<file path="config.mk">
export PLATFORM = sky130hd
export DESIGN_NAME = dtmr_supervisor
export DESIGN_NICKNAME = d
export VERILOG_FILES = /design/src/rtl/dtmr_supervisor.sv
export SDC_FILE = /design/constraint.sdc
export NUM_CORES = 1
export LEC_CHECK = 0
export BUFFER_PORTS_ARGS = -buffer_cell sky130_fd_sc_hd__buf_2
export CAP_MARGIN = 0
export CORE_MARGIN = 5
export CORE_UTILIZATION = 40
export DETAILED_ROUTE_END_ITERATION = 10
export HOLD_SLACK_MARGIN = 0.08
export SETUP_SLACK_MARGIN = 0.4
export SLEW_MARGIN = 0
export SYNTH_ARGS = -nofsm -noshare
export SYNTH_HDL_FRONTEND = slang
export SYNTH_SLANG_ARGS = --single-unit
</file>
<file path="constraint.sdc">
create_clock -name clk -period 5.03 [get_ports clk]
set_clock_uncertainty 0.1 [all_clocks]
set_input_delay 0 -clock clk [delete_from_list [all_inputs] [get_ports clk]]
set_output_delay 0 -clock clk [all_outputs]
set_load 0.05 [all_outputs]
</file>
<file path="src/rtl/dtmr_supervisor.sv">
// Dynamic-TMR supervisor: turns majority voting on under hazard, debounces replica fault flags,
// pulses resets into faulty replicas, retires repeat offenders and latches a fail-safe condition.
module dtmr_supervisor #(
    parameter int SETTLE_CYC  = 16,
    parameter int FLT_THR     = 4,
    parameter int RST_CYC     = 8,
    parameter int HOLD_CYC    = 64,
    parameter int MAX_STRIKES = 3,
    parameter int CW          = 8
) (
    input  logic          clk,
    input  logic          rst_n,
    input  logic          risk_i,
    input  logic          force_tmr_i,
    input  logic [2:0]    fault_i,
    output logic          state_o,
    output logic [2:0]    repl_rst_o,
    output logic [2:0]    dead_o,
    output logic          failsafe_o,
    output logic [2:0]    fsm_o,
    output logic [CW-1:0] recov_cnt_o
);

    localparam logic [2:0] S_IDLE     = 3'd0;
    localparam logic [2:0] S_ARM      = 3'd1;
    localparam logic [2:0] S_ACTIVE   = 3'd2;
    localparam logic [2:0] S_RECOVER  = 3'd3;
    localparam logic [2:0] S_HOLD     = 3'd4;
    localparam logic [2:0] S_FAILSAFE = 3'd5;

    localparam logic [CW-1:0] SETTLE_LAST  = CW'(SETTLE_CYC - 1);
    localparam logic [CW-1:0] HOLD_LAST    = CW'(HOLD_CYC - 1);
    localparam logic [CW-1:0] RST_LAST     = CW'(RST_CYC - 1);
    localparam logic [CW-1:0] THR          = CW'(FLT_THR);
    localparam logic [CW-1:0] STRIKE_LIMIT = CW'(MAX_STRIKES);
    localparam logic [CW-1:0] ONE          = CW'(1);

    function automatic logic [1:0] pop3(input logic [2:0] v);
        return {1'b0, v[2]} + {1'b0, v[1]} + {1'b0, v[0]};
    endfunction

    logic [2:0]          fsm_q, fsm_d;
    logic [CW-1:0]       timer_q, timer_d;
    logic [2:0][CW-1:0]  fltCnt_q, fltCnt_d;
    logic [2:0][CW-1:0]  strike_q, strike_d;
    logic [2:0]          replRst_q, replRst_d;
    logic [2:0]          dead_q, dead_d;
    logic                state_q, state_d;
    logic                failsafe_q, failsafe_d;
    logic [CW-1:0]       recovCnt_q, recovCnt_d;

    logic          req;
    logic [2:0]    eff;
    logic [2:0]    confirmed;
    logic [1:0]    nConf, nDead;
    logic [2:0]    nBad;
    logic [1:0]    confIdx;
    logic [CW-1:0] strikeNext;
    logic          monitorNow, monitorNext;

    assign req        = risk_i | force_tmr_i;
    assign eff        = fault_i & ~dead_q;
    assign nConf      = pop3(confirmed);
    assign nDead      = pop3(dead_q);
    assign nBad       = {1'b0, nConf} + {1'b0, nDead};
    assign confIdx    = confirmed[2] ? 2'd2 : (confirmed[1] ? 2'd1 : 2'd0);
    assign strikeNext = strike_q[confIdx] + ONE;

    always_comb begin
        confirmed = '0;
        for (int i = 0; i < 3; i++) begin
            confirmed[i] = (fltCnt_q[i] == THR);
        end
    end

    // A confirmation always outranks request/timer moves, so it is checked first in ACTIVE/HOLD.
    always_comb begin
        fsm_d      = fsm_q;
        timer_d    = '0;
        replRst_d  = '0;
        dead_d     = dead_q;
        strike_d   = strike_q;
        recovCnt_d = recovCnt_q;
        case (fsm_q)
            S_IDLE: begin
                if (req) fsm_d = S_ARM;
            end
            S_ARM: begin
                if (!req)                        fsm_d = S_HOLD;
                else if (timer_q == SETTLE_LAST) fsm_d = S_ACTIVE;
                else                             timer_d = timer_q + ONE;
            end
            S_ACTIVE, S_HOLD: begin
                if (nBad >= 3'd2) begin
                    fsm_d = S_FAILSAFE;
                end else if (nConf == 2'd1) begin
                    fsm_d             = S_RECOVER;
                    strike_d[confIdx] = strikeNext;
                    if (strikeNext >= STRIKE_LIMIT) begin
                        dead_d[confIdx] = 1'b1;
                    end else begin
                        replRst_d[confIdx] = 1'b1;
                        recovCnt_d = (recovCnt_q == '1) ? recovCnt_q : recovCnt_q + ONE;
                    end
                end else if (fsm_q == S_ACTIVE) begin
                    if (!req) fsm_d = S_HOLD;
                end else if (req) begin
                    fsm_d = S_ACTIVE;
                end else if (timer_q == HOLD_LAST) begin
                    fsm_d = S_IDLE;
                end else begin
                    timer_d = timer_q + ONE;
                end
            end
            S_RECOVER: begin
                // An empty pulse register means the target was just retired instead of reset.
                if (replRst_q == 3'b000) begin
                    fsm_d = (nDead >= 2'd2) ? S_FAILSAFE : S_ARM;
                end else if (timer_q == RST_LAST) begin
                    fsm_d = S_ARM;
                end else begin
                    timer_d   = timer_q + ONE;
                    replRst_d = replRst_q;
                end
            end
            S_FAILSAFE: begin
                fsm_d = S_FAILSAFE;
            end
            default: begin
                fsm_d = S_IDLE;
            end
        endcase
    end

    assign monitorNow  = (fsm_q == S_ACTIVE) || (fsm_q == S_HOLD);
    assign monitorNext = (fsm_d == S_ACTIVE) || (fsm_d == S_HOLD);
    assign state_d     = (fsm_d != S_IDLE);
    assign failsafe_d  = (fsm_d == S_FAILSAFE);

    always_comb begin
        fltCnt_d = '0;
        for (int i = 0; i < 3; i++) begin
            if (monitorNow && monitorNext && eff[i]) begin
                fltCnt_d[i] = (fltCnt_q[i] == THR) ? THR : fltCnt_q[i] + ONE;
            end
        end
    end

    always_ff @(posedge clk) begin
        if (!rst_n) begin
            fsm_q      <= S_IDLE;
            timer_q    <= '0;
            fltCnt_q   <= '0;
            strike_q   <= '0;
            replRst_q  <= '0;
            dead_q     <= '0;
            state_q    <= 1'b0;
            failsafe_q <= 1'b0;
            recovCnt_q <= '0;
        end else begin
            fsm_q      <= fsm_d;
            timer_q    <= timer_d;
            fltCnt_q   <= fltCnt_d;
            strike_q   <= strike_d;
            replRst_q  <= replRst_d;
            dead_q     <= dead_d;
            state_q    <= state_d;
            failsafe_q <= failsafe_d;
            recovCnt_q <= recovCnt_d;
        end
    end

    assign state_o     = state_q;
    assign repl_rst_o  = replRst_q;
    assign dead_o      = dead_q;
    assign failsafe_o  = failsafe_q;
    assign fsm_o       = fsm_q;
    assign recov_cnt_o = recovCnt_q;

endmodule

</file>
# Yosys cells after proc, flatten, opt, wreduce, memory -nomap -nowiden
# Index checks and enable logic that the tools add are counted.
word_totals:
  ff_bits: 75
  latch_bits: 0
  ramBits: 0
  rom_bits: 0
  input_bits: 7
  output_inout_bits: 19
  n_memories: 0
classes:
  add_sub_neg: 11
  n_mul: 0
  n_div: 0
  n_lt_le_gt_ge: 5
  n_eq_ne: 17
  shift: 0
  muxes: 41
  bitwise_logic: 11
  n_reduce_logical: 20
op_table:
  columns: ["operator", "count"]
  rows:
  - ["8-bit two-way mux", 11]
  - ["3-bit two-way mux", 20]
  - ["8-bit by 1-bit adder with 8-bit output, second input constant", 6]
  - ["8-bit by 3-bit equality test with 1-bit output, second input constant", 4]
  - ["24-bit bitwise mux", 1]
  - ["8-bit case mux with 3 select lines", 1]
  - ["8-bit binary-select mux with 2-bit select", 1]
  - ["8-bit demux with 2-bit select", 1]
  - ["3-bit case mux with 5 select lines", 1]
  - ["3-bit equality test, second input constant", 4]
  - ["3-bit by 2-bit equality test with 1-bit output, second input constant", 3]
  - ["3-bit OR reduction", 3]
  - ["8-bit by 4-bit equality test with 1-bit output, second input constant", 1]
  - ["8-bit by 6-bit equality test with 1-bit output, second input constant", 1]
  - ["8-bit equality test, second input constant", 1]
  - ["8-bit by 2-bit >= comparator with 1-bit output, second input constant", 1]
  - ["1-bit inverter", 7]
  - ["3-bit logical NOT", 2]
  - ["3-bit case mux with 2 select lines", 1]
  - ["2-bit AND reduction", 3]
  - ["1-bit logical AND", 5]
  - ["5-bit AND reduction", 1]
  - ["1-bit by 1-bit adder with 2-bit output", 2]
  - ["2-bit by 1-bit adder with 2-bit output", 2]
  - ["other kinds (20)", 22]

# Logic depth before layout (Yosys ltp)
# Gate-level depths: netlist of the first run.
depth:
  ltp_word: 13
  ltp_mapped: 17

# Worst setup path before layout of the first run
# OpenSTA, ideal clock, no wires.
synth_timing:
  path_type: "flip-flop to flip-flop"
  from: "register fltCnt_q[21] in the netlist's numbering"
  to: "register strike_q[3] in the netlist's numbering"
  setup_time_ns: 0.086
  t_arrival_ns: 4.120
  slack_ns: 0.724
  path_stages_with_launch: 17
  n_path_buf: 3
  synth_period_minus_slack_ns: 4.306
  cell_sequence: "dfxtp_1 -> or4_1 -> buf_4 -> or2_1 -> buf_6 -> clkinv_8 -> fa_1 -> and2_1 -> fa_1 -> nor3_1 -> o21ai_0 -> nor3b_1 -> nand2_1 -> nor2_1 -> clkbuf_1 -> nor2_1 -> a211oi_1"
synth_via:
  elab_chain_cells: 7
  elab_cells_between_ends: 18
  classes_between: "add/sub: 4; order compare: 3; eq/ne: 2; mux: 6; bitwise: 1; reduce/logical: 2"
synth_lines:
  columns: ["element", "line", "source"]
  rows:
  - ["start: declaration", "44", "logic [2:0][CW-1:0] fltCnt_q, fltCnt_d;"]
  - ["start signal: assignment", "163", "fltCnt_q <= fltCnt_d;"]
  - ["8-bit by 3-bit equality test with 1-bit output *", "72", "confirmed[i] = (fltCnt_q[i] == THR);"]
  - ["1-bit by 1-bit adder with 2-bit output or 2-bit two-way mux (tied branches)", "39, 66", null]
  - ["2-bit by 1-bit adder with 2-bit output (tied with other cells)", "39", "return {1'b0, v[2]} + {1'b0, v[1]} + {1'b0, v[0]};"]
  - ["2-bit by 2-bit adder with 3-bit output or 1-bit logical AND (tied branches)", "65, 98", null]
  - ["3-bit by 2-bit >= comparator with 1-bit output or 8-bit two-way mux (tied branches)", "94, 98", null]
  - ["1-bit inverter (no line) or 8-bit demux with 2-bit select (tied branches)", null, null]
  - ["3-bit AND reduction (no line) or 24-bit bitwise mux (tied branches)", null, null]
  - ["end signal: assignment", "164", "strike_q <= strike_d;"]
  - ["end: declaration", "45", "logic [2:0][CW-1:0] strike_q, strike_d;"]
# Mark *: on every way between the ends. The rest lies on a longest branch, timed or not. The select of a mux whose other input is x is not followed.
# A chain may end at the register's enable or synchronous reset.

# Worst setup path after layout of the first run
layout_timing:
  from: "register fltCnt_q[21] in the netlist's numbering"
  to: "register fltCnt_q[8] in the netlist's numbering"
layout_via:
  elab_chain_cells: 13
  elab_cells_between_ends: 16
  classes_between: "add/sub: 3; order compare: 1; eq/ne: 4; mux: 3; bitwise: 1; reduce/logical: 4"
layout_lines:
  columns: ["element", "line", "source"]
  rows:
  - ["8-bit by 3-bit equality test with 1-bit output *", "72", null]
  - ["1-bit by 1-bit adder with 2-bit output *", "39", null]
  - ["2-bit by 1-bit adder with 2-bit output *", "39", null]
  - ["2-bit by 2-bit adder with 3-bit output or 2-bit by 1-bit equality test with 1-bit output (tied branches)", "65, 96", null]
  - ["3-bit by 2-bit >= comparator with 1-bit output or 3-bit two-way mux (tied branches)", "94, 96", null]
  - ["3-bit two-way mux *", "94", "if (nBad >= 3'd2) begin"]
  - ["3-bit case mux with 5 select lines *", "84", "case (fsm_q)"]
  - ["3-bit by 2-bit equality test with 1-bit output or 3-bit equality test (tied branches)", "136", "assign monitorNext = (fsm_d == S_ACTIVE) || (fsm_d == S_HOLD);"]
  - ["1-bit logical OR *", "136", null]
  - ["1-bit logical AND * (2 in a row)", "143", "if (monitorNow && monitorNext && eff[i]) begin"]
  - ["1-bit inverter (no line) *", null, null]
  - ["3-bit OR reduction (no line) *", null, null]
# Mark *: on every way between the ends. The rest lies on a longest branch, timed or not.

==> impl_metrics.tcl, run 1 <==
set metrics [dict create \
    status "finished, final reports clean" \
    dpl.hpwl_um 6260 \
    crit_type "reg2reg" \
    nets 497 \
    placed_cell_area_mm2 0.00410 \
    initial_utilization_pct 40.4 \
    slew_headroom_pct 35.1 \
    cp_max_fo 15 \
    r2r_slack_ps 700 \
    cts_tree "done" \
    yosys_register_bits 75 \
    rsz0062_at_grt "no" \
    fin_util_pct 45.4 \
    clockBufferDepth 2 \
    netlist_instances 448 \
    synth_edf_count 0 \
    finalInstanceArea_mm2 0.00438 \
    avgRoutedWirePerCell_um 13.8 \
    htree_num_levels 3 \
    tightest_slew_ps 973 \
    dr.pass1.iters 4 \
    maxCapViolations 0 \
    grt_remaining_overflow 0 \
    yosysTopAreaCellShare_pct 38.6 \
    postCtsSetupBuffers 0 \
    synth_area_leaders "dfxtp_1 (39%), nor2_1 (6.4%), a211oi_1 (4.4%), xnor2_1 (4.3%), nand2_1 (3.7%)" \
    synth.most_common_cell "dfxtp_1" \
    ys_types 55 \
    finalHoldViolations 0 \
    clkTransAtPathRegs_ps 90 \
    timing.rr.end "fltCnt_q[8]" \
    leakagePower_nw 1.64 \
    dieArea_mm2 0.0118 \
    power_density_mw_per_mm2 256 \
    slew_viol_final 0 \
    fin_hold_ws_ps 348 \
    drt.antenna.violating_nets 0 \
    die_h_um 109 \
    synth_warnings 0 \
    core_mm2 0.00964 \
    clkLatencyLatePin_ps 350 \
    cts_buffers 9 \
    r2r_start "fltCnt_q[21]" \
    ir_drop_uv 106 \
    syn_to_final_growth_pct 12.6 \
    hold_end "timer_q[0]" \
    hold-path-cell-count 1 \
    track_usage_pct 15.3 \
    pin_count 26 \
    drt_iter0_drc 144 \
    synth-main-ff-cell "dfxtp_1" \
    antennaDiodeCount 0 \
    period_needed_ps 4330 \
    synth_nets 468 \
    reg2regPathDepth 14 \
    vias_per_cell 5.23 \
    cts-root-buf "clkbuf_8" \
    numPortBuffers 25 \
    grt_first_pass_wirelength_um 14500 \
    seq_area_frac_synth_pct 38.6 \
    die_x_um 109 \
    tns_ps 0 \
    drive_gt1_share_pct 15.6 \
    synth_area_leader_cell "dfxtp_1" \
    min-delay-start "timer_q[0]" \
    total_power_mw 1.12 \
    vias 3215 \
    drcViolationCount 0 \
    ys_async_sr_fraction_pct 0 \
    rows 36 \
    synth_area_mm2 0.00389 \
    grt_max_degree 30 \
    wl_um 8500 \
    clock-sinks 75 \
    place.gp.congestion 0.836 \
    crit_required_ps 5170 \
    hold_path_class "reg2reg" \
    fin_crit_sh_pct 86.0 \
    endpoint_kind "flop" \
    fmax_mhz 231 \
    finalSetupViolCount 0 \
    synth.top_cells.by_count "dfxtp_1 (75), nor2_1 (66), nand2_1 (38), a211oi_1 (23), nand3_1 (20)" \
    syn_area_per_cell_um2 8.69 \
    start_kind "flop" \
    arrival_ps 4470 \
    grt_pass1_vias 3171 \
    antenna_found_initial 0 \
]
## layout by cell type (no fill, tap or decap), types with 2 or more instances in the layout
cell / n
nor2_1: 66
nand2b_1: 9
a211oi_1: 23
and3_2: 5
and3_1: 13
clkbuf_8: 10
nand3_1: 20
nor2b_1: 3
or3_1: 5
dfxtp_1: 75
xnor2_1: 19
clkinvlp_4: 2
xor2_1: 14
clkinv_2: 2
nand2_1: 38
and2b_2: 3
nor4_1: 2
ha_1: 10
or2_2: 2
nand4_1: 8
a21oi_1: 7
o31ai_1: 4
fa_1: 3
a31oi_1: 7
mux2i_1: 9
buf_2: 25
buf_4: 5
o211ai_1: 2
or2b_2: 2
nand4bb_2: 2
inv_1: 14
a311oi_1: 3
nor3_1: 16
dlygate4sd3_1: 6
nand4bb_1: 3
o21ai_0: 15
or4_1: 3
and2_1: 5
## final cells by class
class                   count  area (µm²)
clock inverters             6        63.8
inverters                  16        72.6
well taps                 133         166
multi-input cells         339        2220
clock buffers              10         138
flip-flops and latches     75        1500
repair buffers             36         223
fillers                   992        5260
## flip-flops by register name (all words and copies together) (netlist names)
name / flops
fltCnt_q: 24
strike_q: 24
recov_cnt_o: 8
timer_q: 8
dead_o: 3
fsm_o: 3
repl_rst_o: 3
failsafe_o: 1
state_o: 1
## worst max path at each step
stage / from / end / slack [ps] / cells after the start
3_3_place_gp: fltCnt_q[21] / strike_q[1] / 550 / 15
2_1_floorplan: fltCnt_q[21] / strike_q[3] / 720 / 16
5_1_grt: fltCnt_q[20] / fltCnt_q[0] / 440 / 14
6_report: fltCnt_q[21] / fltCnt_q[8] / 700 / 14
4_1_cts: fltCnt_q[21] / fltCnt_q[1] / 400 / 14
3_5_place_dp: fltCnt_q[21] / fltCnt_q[1] / 400 / 14
## per-stage QoR
step	std cells	worst slack (ps)
floorplan	448	724
global placement	593	547
detailed placement	593	401
CTS	615	403
global route	615	438
finish	615	703
## timing repair
| action | CTS | global route |
|---|---|---|
| setup endpoints to repair | 0 | 50 |
| endpoints found under the hold margin | 37 | 0 |
| hold buffers | 6 | 0 |
| gates resized for setup | 0 | 5 |
## power breakdown
part / internal [mW] / leakage (nW) / switching [mW] / total [mW]
Combinational: 0.0145 / 0.939 / 0.0268 / 0.0413
Clock: 0.243 / 0.0987 / 0.238 / 0.481
Sequential: 0.596 / 0.605 / 0.00362 / 0.599
Total: 0.853 / 1.64 / 0.269 / 1.12
## worst max-delay path: stages (launching register included)
cell and delay [ps]:
dfxtp_1 350, or4_1 690, or2_4 400, clkinv_8 90
fa_1 400, and2_1 170, fa_1 520, nor3_2 70
o21ai_0 150, nor2_1 80, or3_1 360, o21ai_0 310
nand4bb_1 330, nand2b_1 170, nor2_1 40
## logic make-up after synthesis
family / Yosys count / synth area share [%]
AOI/OAI and AO/OA: 68 / 12.4
xor gates and xnor gates: 33 / 7.43
adders and majority gates: 13 / 4.76
buffers and inverters: 34 / 4.92
DFF: 75 / 38.6
muxes: 9 / 2.32
and+or+nand+nor: 216 / 29.6
## routing by layer
metal | GRT usage, % | vias to the layer above | part of all wire [%]
li1 | - | 1636 | -
met1 | 18.8 | 1518 | 48
met2 | 26.4 | 48 | 47
met3 | 3.91 | 13 | 3.4
met4 | 4.69 | 0 | 1.5
met5 | 0 | - | 0
Note: power is estimated with default switching activity, not from simulation.
==> inputs of run 2 (changes only) <==
ABC_AREA = 1   (was unset)
clock period = 5.1 ns   (was 5.03 ns; I/O delays follow)
==> impl_metrics.tcl, run 2 <==
set metrics [dict create \
    synth-main-ff-cell "dfxtp_1" \
    finalHoldViolations 0 \
    synth_area_mm2 0.00395 \
    hold-path-cell-count 1 \
    holdBufCountCts 7 \
    postCtsSetupBuffers 0 \
    ys_types 42 \
    tns_ps 0 \
    dr.pass1.iters 4 \
    antennaDiodeCount 0 \
    vias_per_cell 4.82 \
    syn_to_final_growth_pct 14.1 \
    grt_pass1_vias 3301 \
    synth_area_leader_cell "dfxtp_1" \
    top_regs "fltCnt_q x24, strike_q x24" \
    r2r_slack_ps 980 \
    clkLatencyLatePin_ps 350 \
    die_h_um 109 \
    clkTransAtPathRegs_ps 80 \
    fin_crit_sh_pct 80.8 \
    synth.most_common_cell "nand2_1" \
    cts_buffers 9 \
    dieArea_mm2 0.0120 \
    synth_nets 545 \
    power_density_mw_per_mm2 258 \
    endpoint_kind "flop" \
    vias 3373 \
    hold_path_class "reg2reg" \
    layout_common_cells "nand2_1 (80), inv_1 (78), dfxtp_1 (75), nor2_1 (70), a21oi_1 (32)" \
    synth.top_cells.by_count "nand2_1 (80), inv_1 (78), dfxtp_1 (75), nor2_1 (70), a21oi_1 (32)" \
    min-delay-start "timer_q[0]" \
    ir_drop_uv 160 \
    cp_max_fo 9 \
    grt_max_degree 26 \
    dpl.hpwl_um 6130 \
    cts_tree "done" \
    grt_first_pass_wirelength_um 14500 \
    hold_end "timer_q[0]" \
    fmax_mhz 243 \
    clock-sinks 75 \
    crit_type "reg2reg" \
    yosysTopAreaCellShare_pct 38.0 \
    fin_util_pct 46.5 \
    slew_viol_final 0 \
    status "finished, final reports clean" \
    reg2regPathDepth 16 \
    grt_remaining_overflow 0 \
    core_mm2 0.00968 \
    tightest_slew_ps 758 \
    netlist_instances 525 \
    seq_area_frac_synth_pct 38.0 \
    slew_headroom_pct 49.4 \
    fin_hold_ws_ps 355 \
    period_needed_ps 4120 \
    place_ws_ps 1010 \
    htree_num_levels 3 \
    die_x_um 109 \
    synth_area_leaders "dfxtp_1 (38%), nand2_1 (7.6%), inv_1 (7.4%), nor2_1 (6.7%), xor2_1 (4.4%)" \
    wl_um 8370 \
    timing.rr.end "recov_cnt_o[1]" \
    cts-root-buf "clkbuf_8" \
    synth_edf_count 0 \
    start_kind "flop" \
    pin_count 26 \
    synth_warnings 0 \
    nets 582 \
    finalWorstSetupSlack_ps 980 \
    finalSetupViolCount 0 \
    fillers 1002 \
    r2r_start "fltCnt_q[6]" \
    crit_required_ps 5200 \
    syn_area_per_cell_um2 7.52 \
    drive_gt1_share_pct 15.2 \
    maxCapViolations 0 \
    antenna_found_initial 0 \
    yosys_register_bits 75 \
    cts_resized 0 \
    clockBufferDepth 2 \
    numPortBuffers 25 \
    track_usage_pct 15.3 \
    drt.antenna.violating_nets 0 \
    place.gp.congestion 0.835 \
    final_common_cell "nand2_1" \
    initial_utilization_pct 40.8 \
    ys_async_sr_fraction_pct 0 \
    leakagePower_nw 1.94 \
    avgRoutedWirePerCell_um 12.0 \
    arrival_ps 4220 \
    rsz0062_at_grt "no" \
    drcViolationCount 0 \
    drt_iter0_drc 127 \
    rows 36 \
]
run 2: cell count changes in the layout (fill, tap and decap cells not counted), sizes merged, moves of 7 or more:
cell	previous run	this run
nand3	20	40
a211oi	23	1
and3	18	0
nand2b	9	0
mux2i	9	0
a21oi	7	32
xnor2	19	7
inv	16	82
o211ai	2	9
nand2	39	92
nor2	66	81
run 2: how the worst max path moves through the flow:
stage                            from        endpoint  cells after the start
after global placement    fltCnt_q[6]    fltCnt_q[21]                     18
after CTS                 fltCnt_q[6]  recov_cnt_o[0]                     17
after detailed placement  fltCnt_q[6]  recov_cnt_o[2]                     16
final                     fltCnt_q[6]  recov_cnt_o[1]                     16
after global routing      fltCnt_q[5]     fltCnt_q[9]                     18
after floorplan           fltCnt_q[6]  recov_cnt_o[6]                     16
run 2: final cells by class:
| cell class | instances | area [µm²] | share of cell area, % |
|---|---|---|---|
| repair buffers | 35 | 218 | 4.83 |
| clock inverters | 4 | 72.6 | 1.61 |
| flip-flops and latches | 75 | 1500 | 33.3 |
| multi-input cells | 359 | 2080 | 46.3 |
| inverters | 82 | 308 | 6.83 |
| clock buffers | 12 | 155 | 3.44 |
| well taps | 133 | 166 | 3.69 |
run 2: kinds of logic after synthesis:
group / Yosys count / synth area share, %
AND/OR/NAND/NOR: 254 / 32.6
buffers and inverters: 91 / 9.19
flip-flops: 75 / 38.0
adder cells (fa/ha/maj): 13 / 4.69
XOR/XNOR: 27 / 5.99
AO/OA/AOI/OAI: 65 / 9.51
run 2: power breakdown:
| group | internal [mW] | total, mW | switching, mW | leakage (nW) |
|---|---|---|---|---|
| Combinational | 0.0150 | 0.0505 | 0.0355 | 1.22 |
| Sequential | 0.589 | 0.592 | 0.00278 | 0.605 |
| Clock | 0.302 | 0.522 | 0.221 | 0.113 |
| Total | 0.906 | 1.16 | 0.259 | 1.94 |
run 2: worst max-delay path, cell delays in order, from the launching register on:
cell and delay, ps:
dfxtp_1 330, or4_1 520, nor4_1 420, fa_1 530, nand2_1 70, inv_1 40
fa_1 430, nor2_1 170, inv_1 70, nor2_1 150, inv_1 70, nor2_1 80
inv_1 110, a31oi_2 410, nand3_2 260, nand2_1 110, a21oi_1 60
run 2: metrics by stage:
step,power [mW],std cells,area (µm²)
floorplan,0.639,525,3950
global placement,0.651,677,4210
detailed placement,0.651,677,4210
CTS,1.18,700,4510
global route,1.21,700,4510
finish,1.16,700,4510
run 2: metal layers:
| metal | GRT usage (%) | up-vias | wire [µm] |
|---|---|---|---|
| met5 | 0 | - | 0 |
| met4 | 4.90 | 0 | 136 |
| met3 | 3.70 | 13 | 351 |
| met2 | 26.4 | 56 | 3960 |
| met1 | 18.6 | 1543 | 3920 |
| li1 | - | 1761 | - |
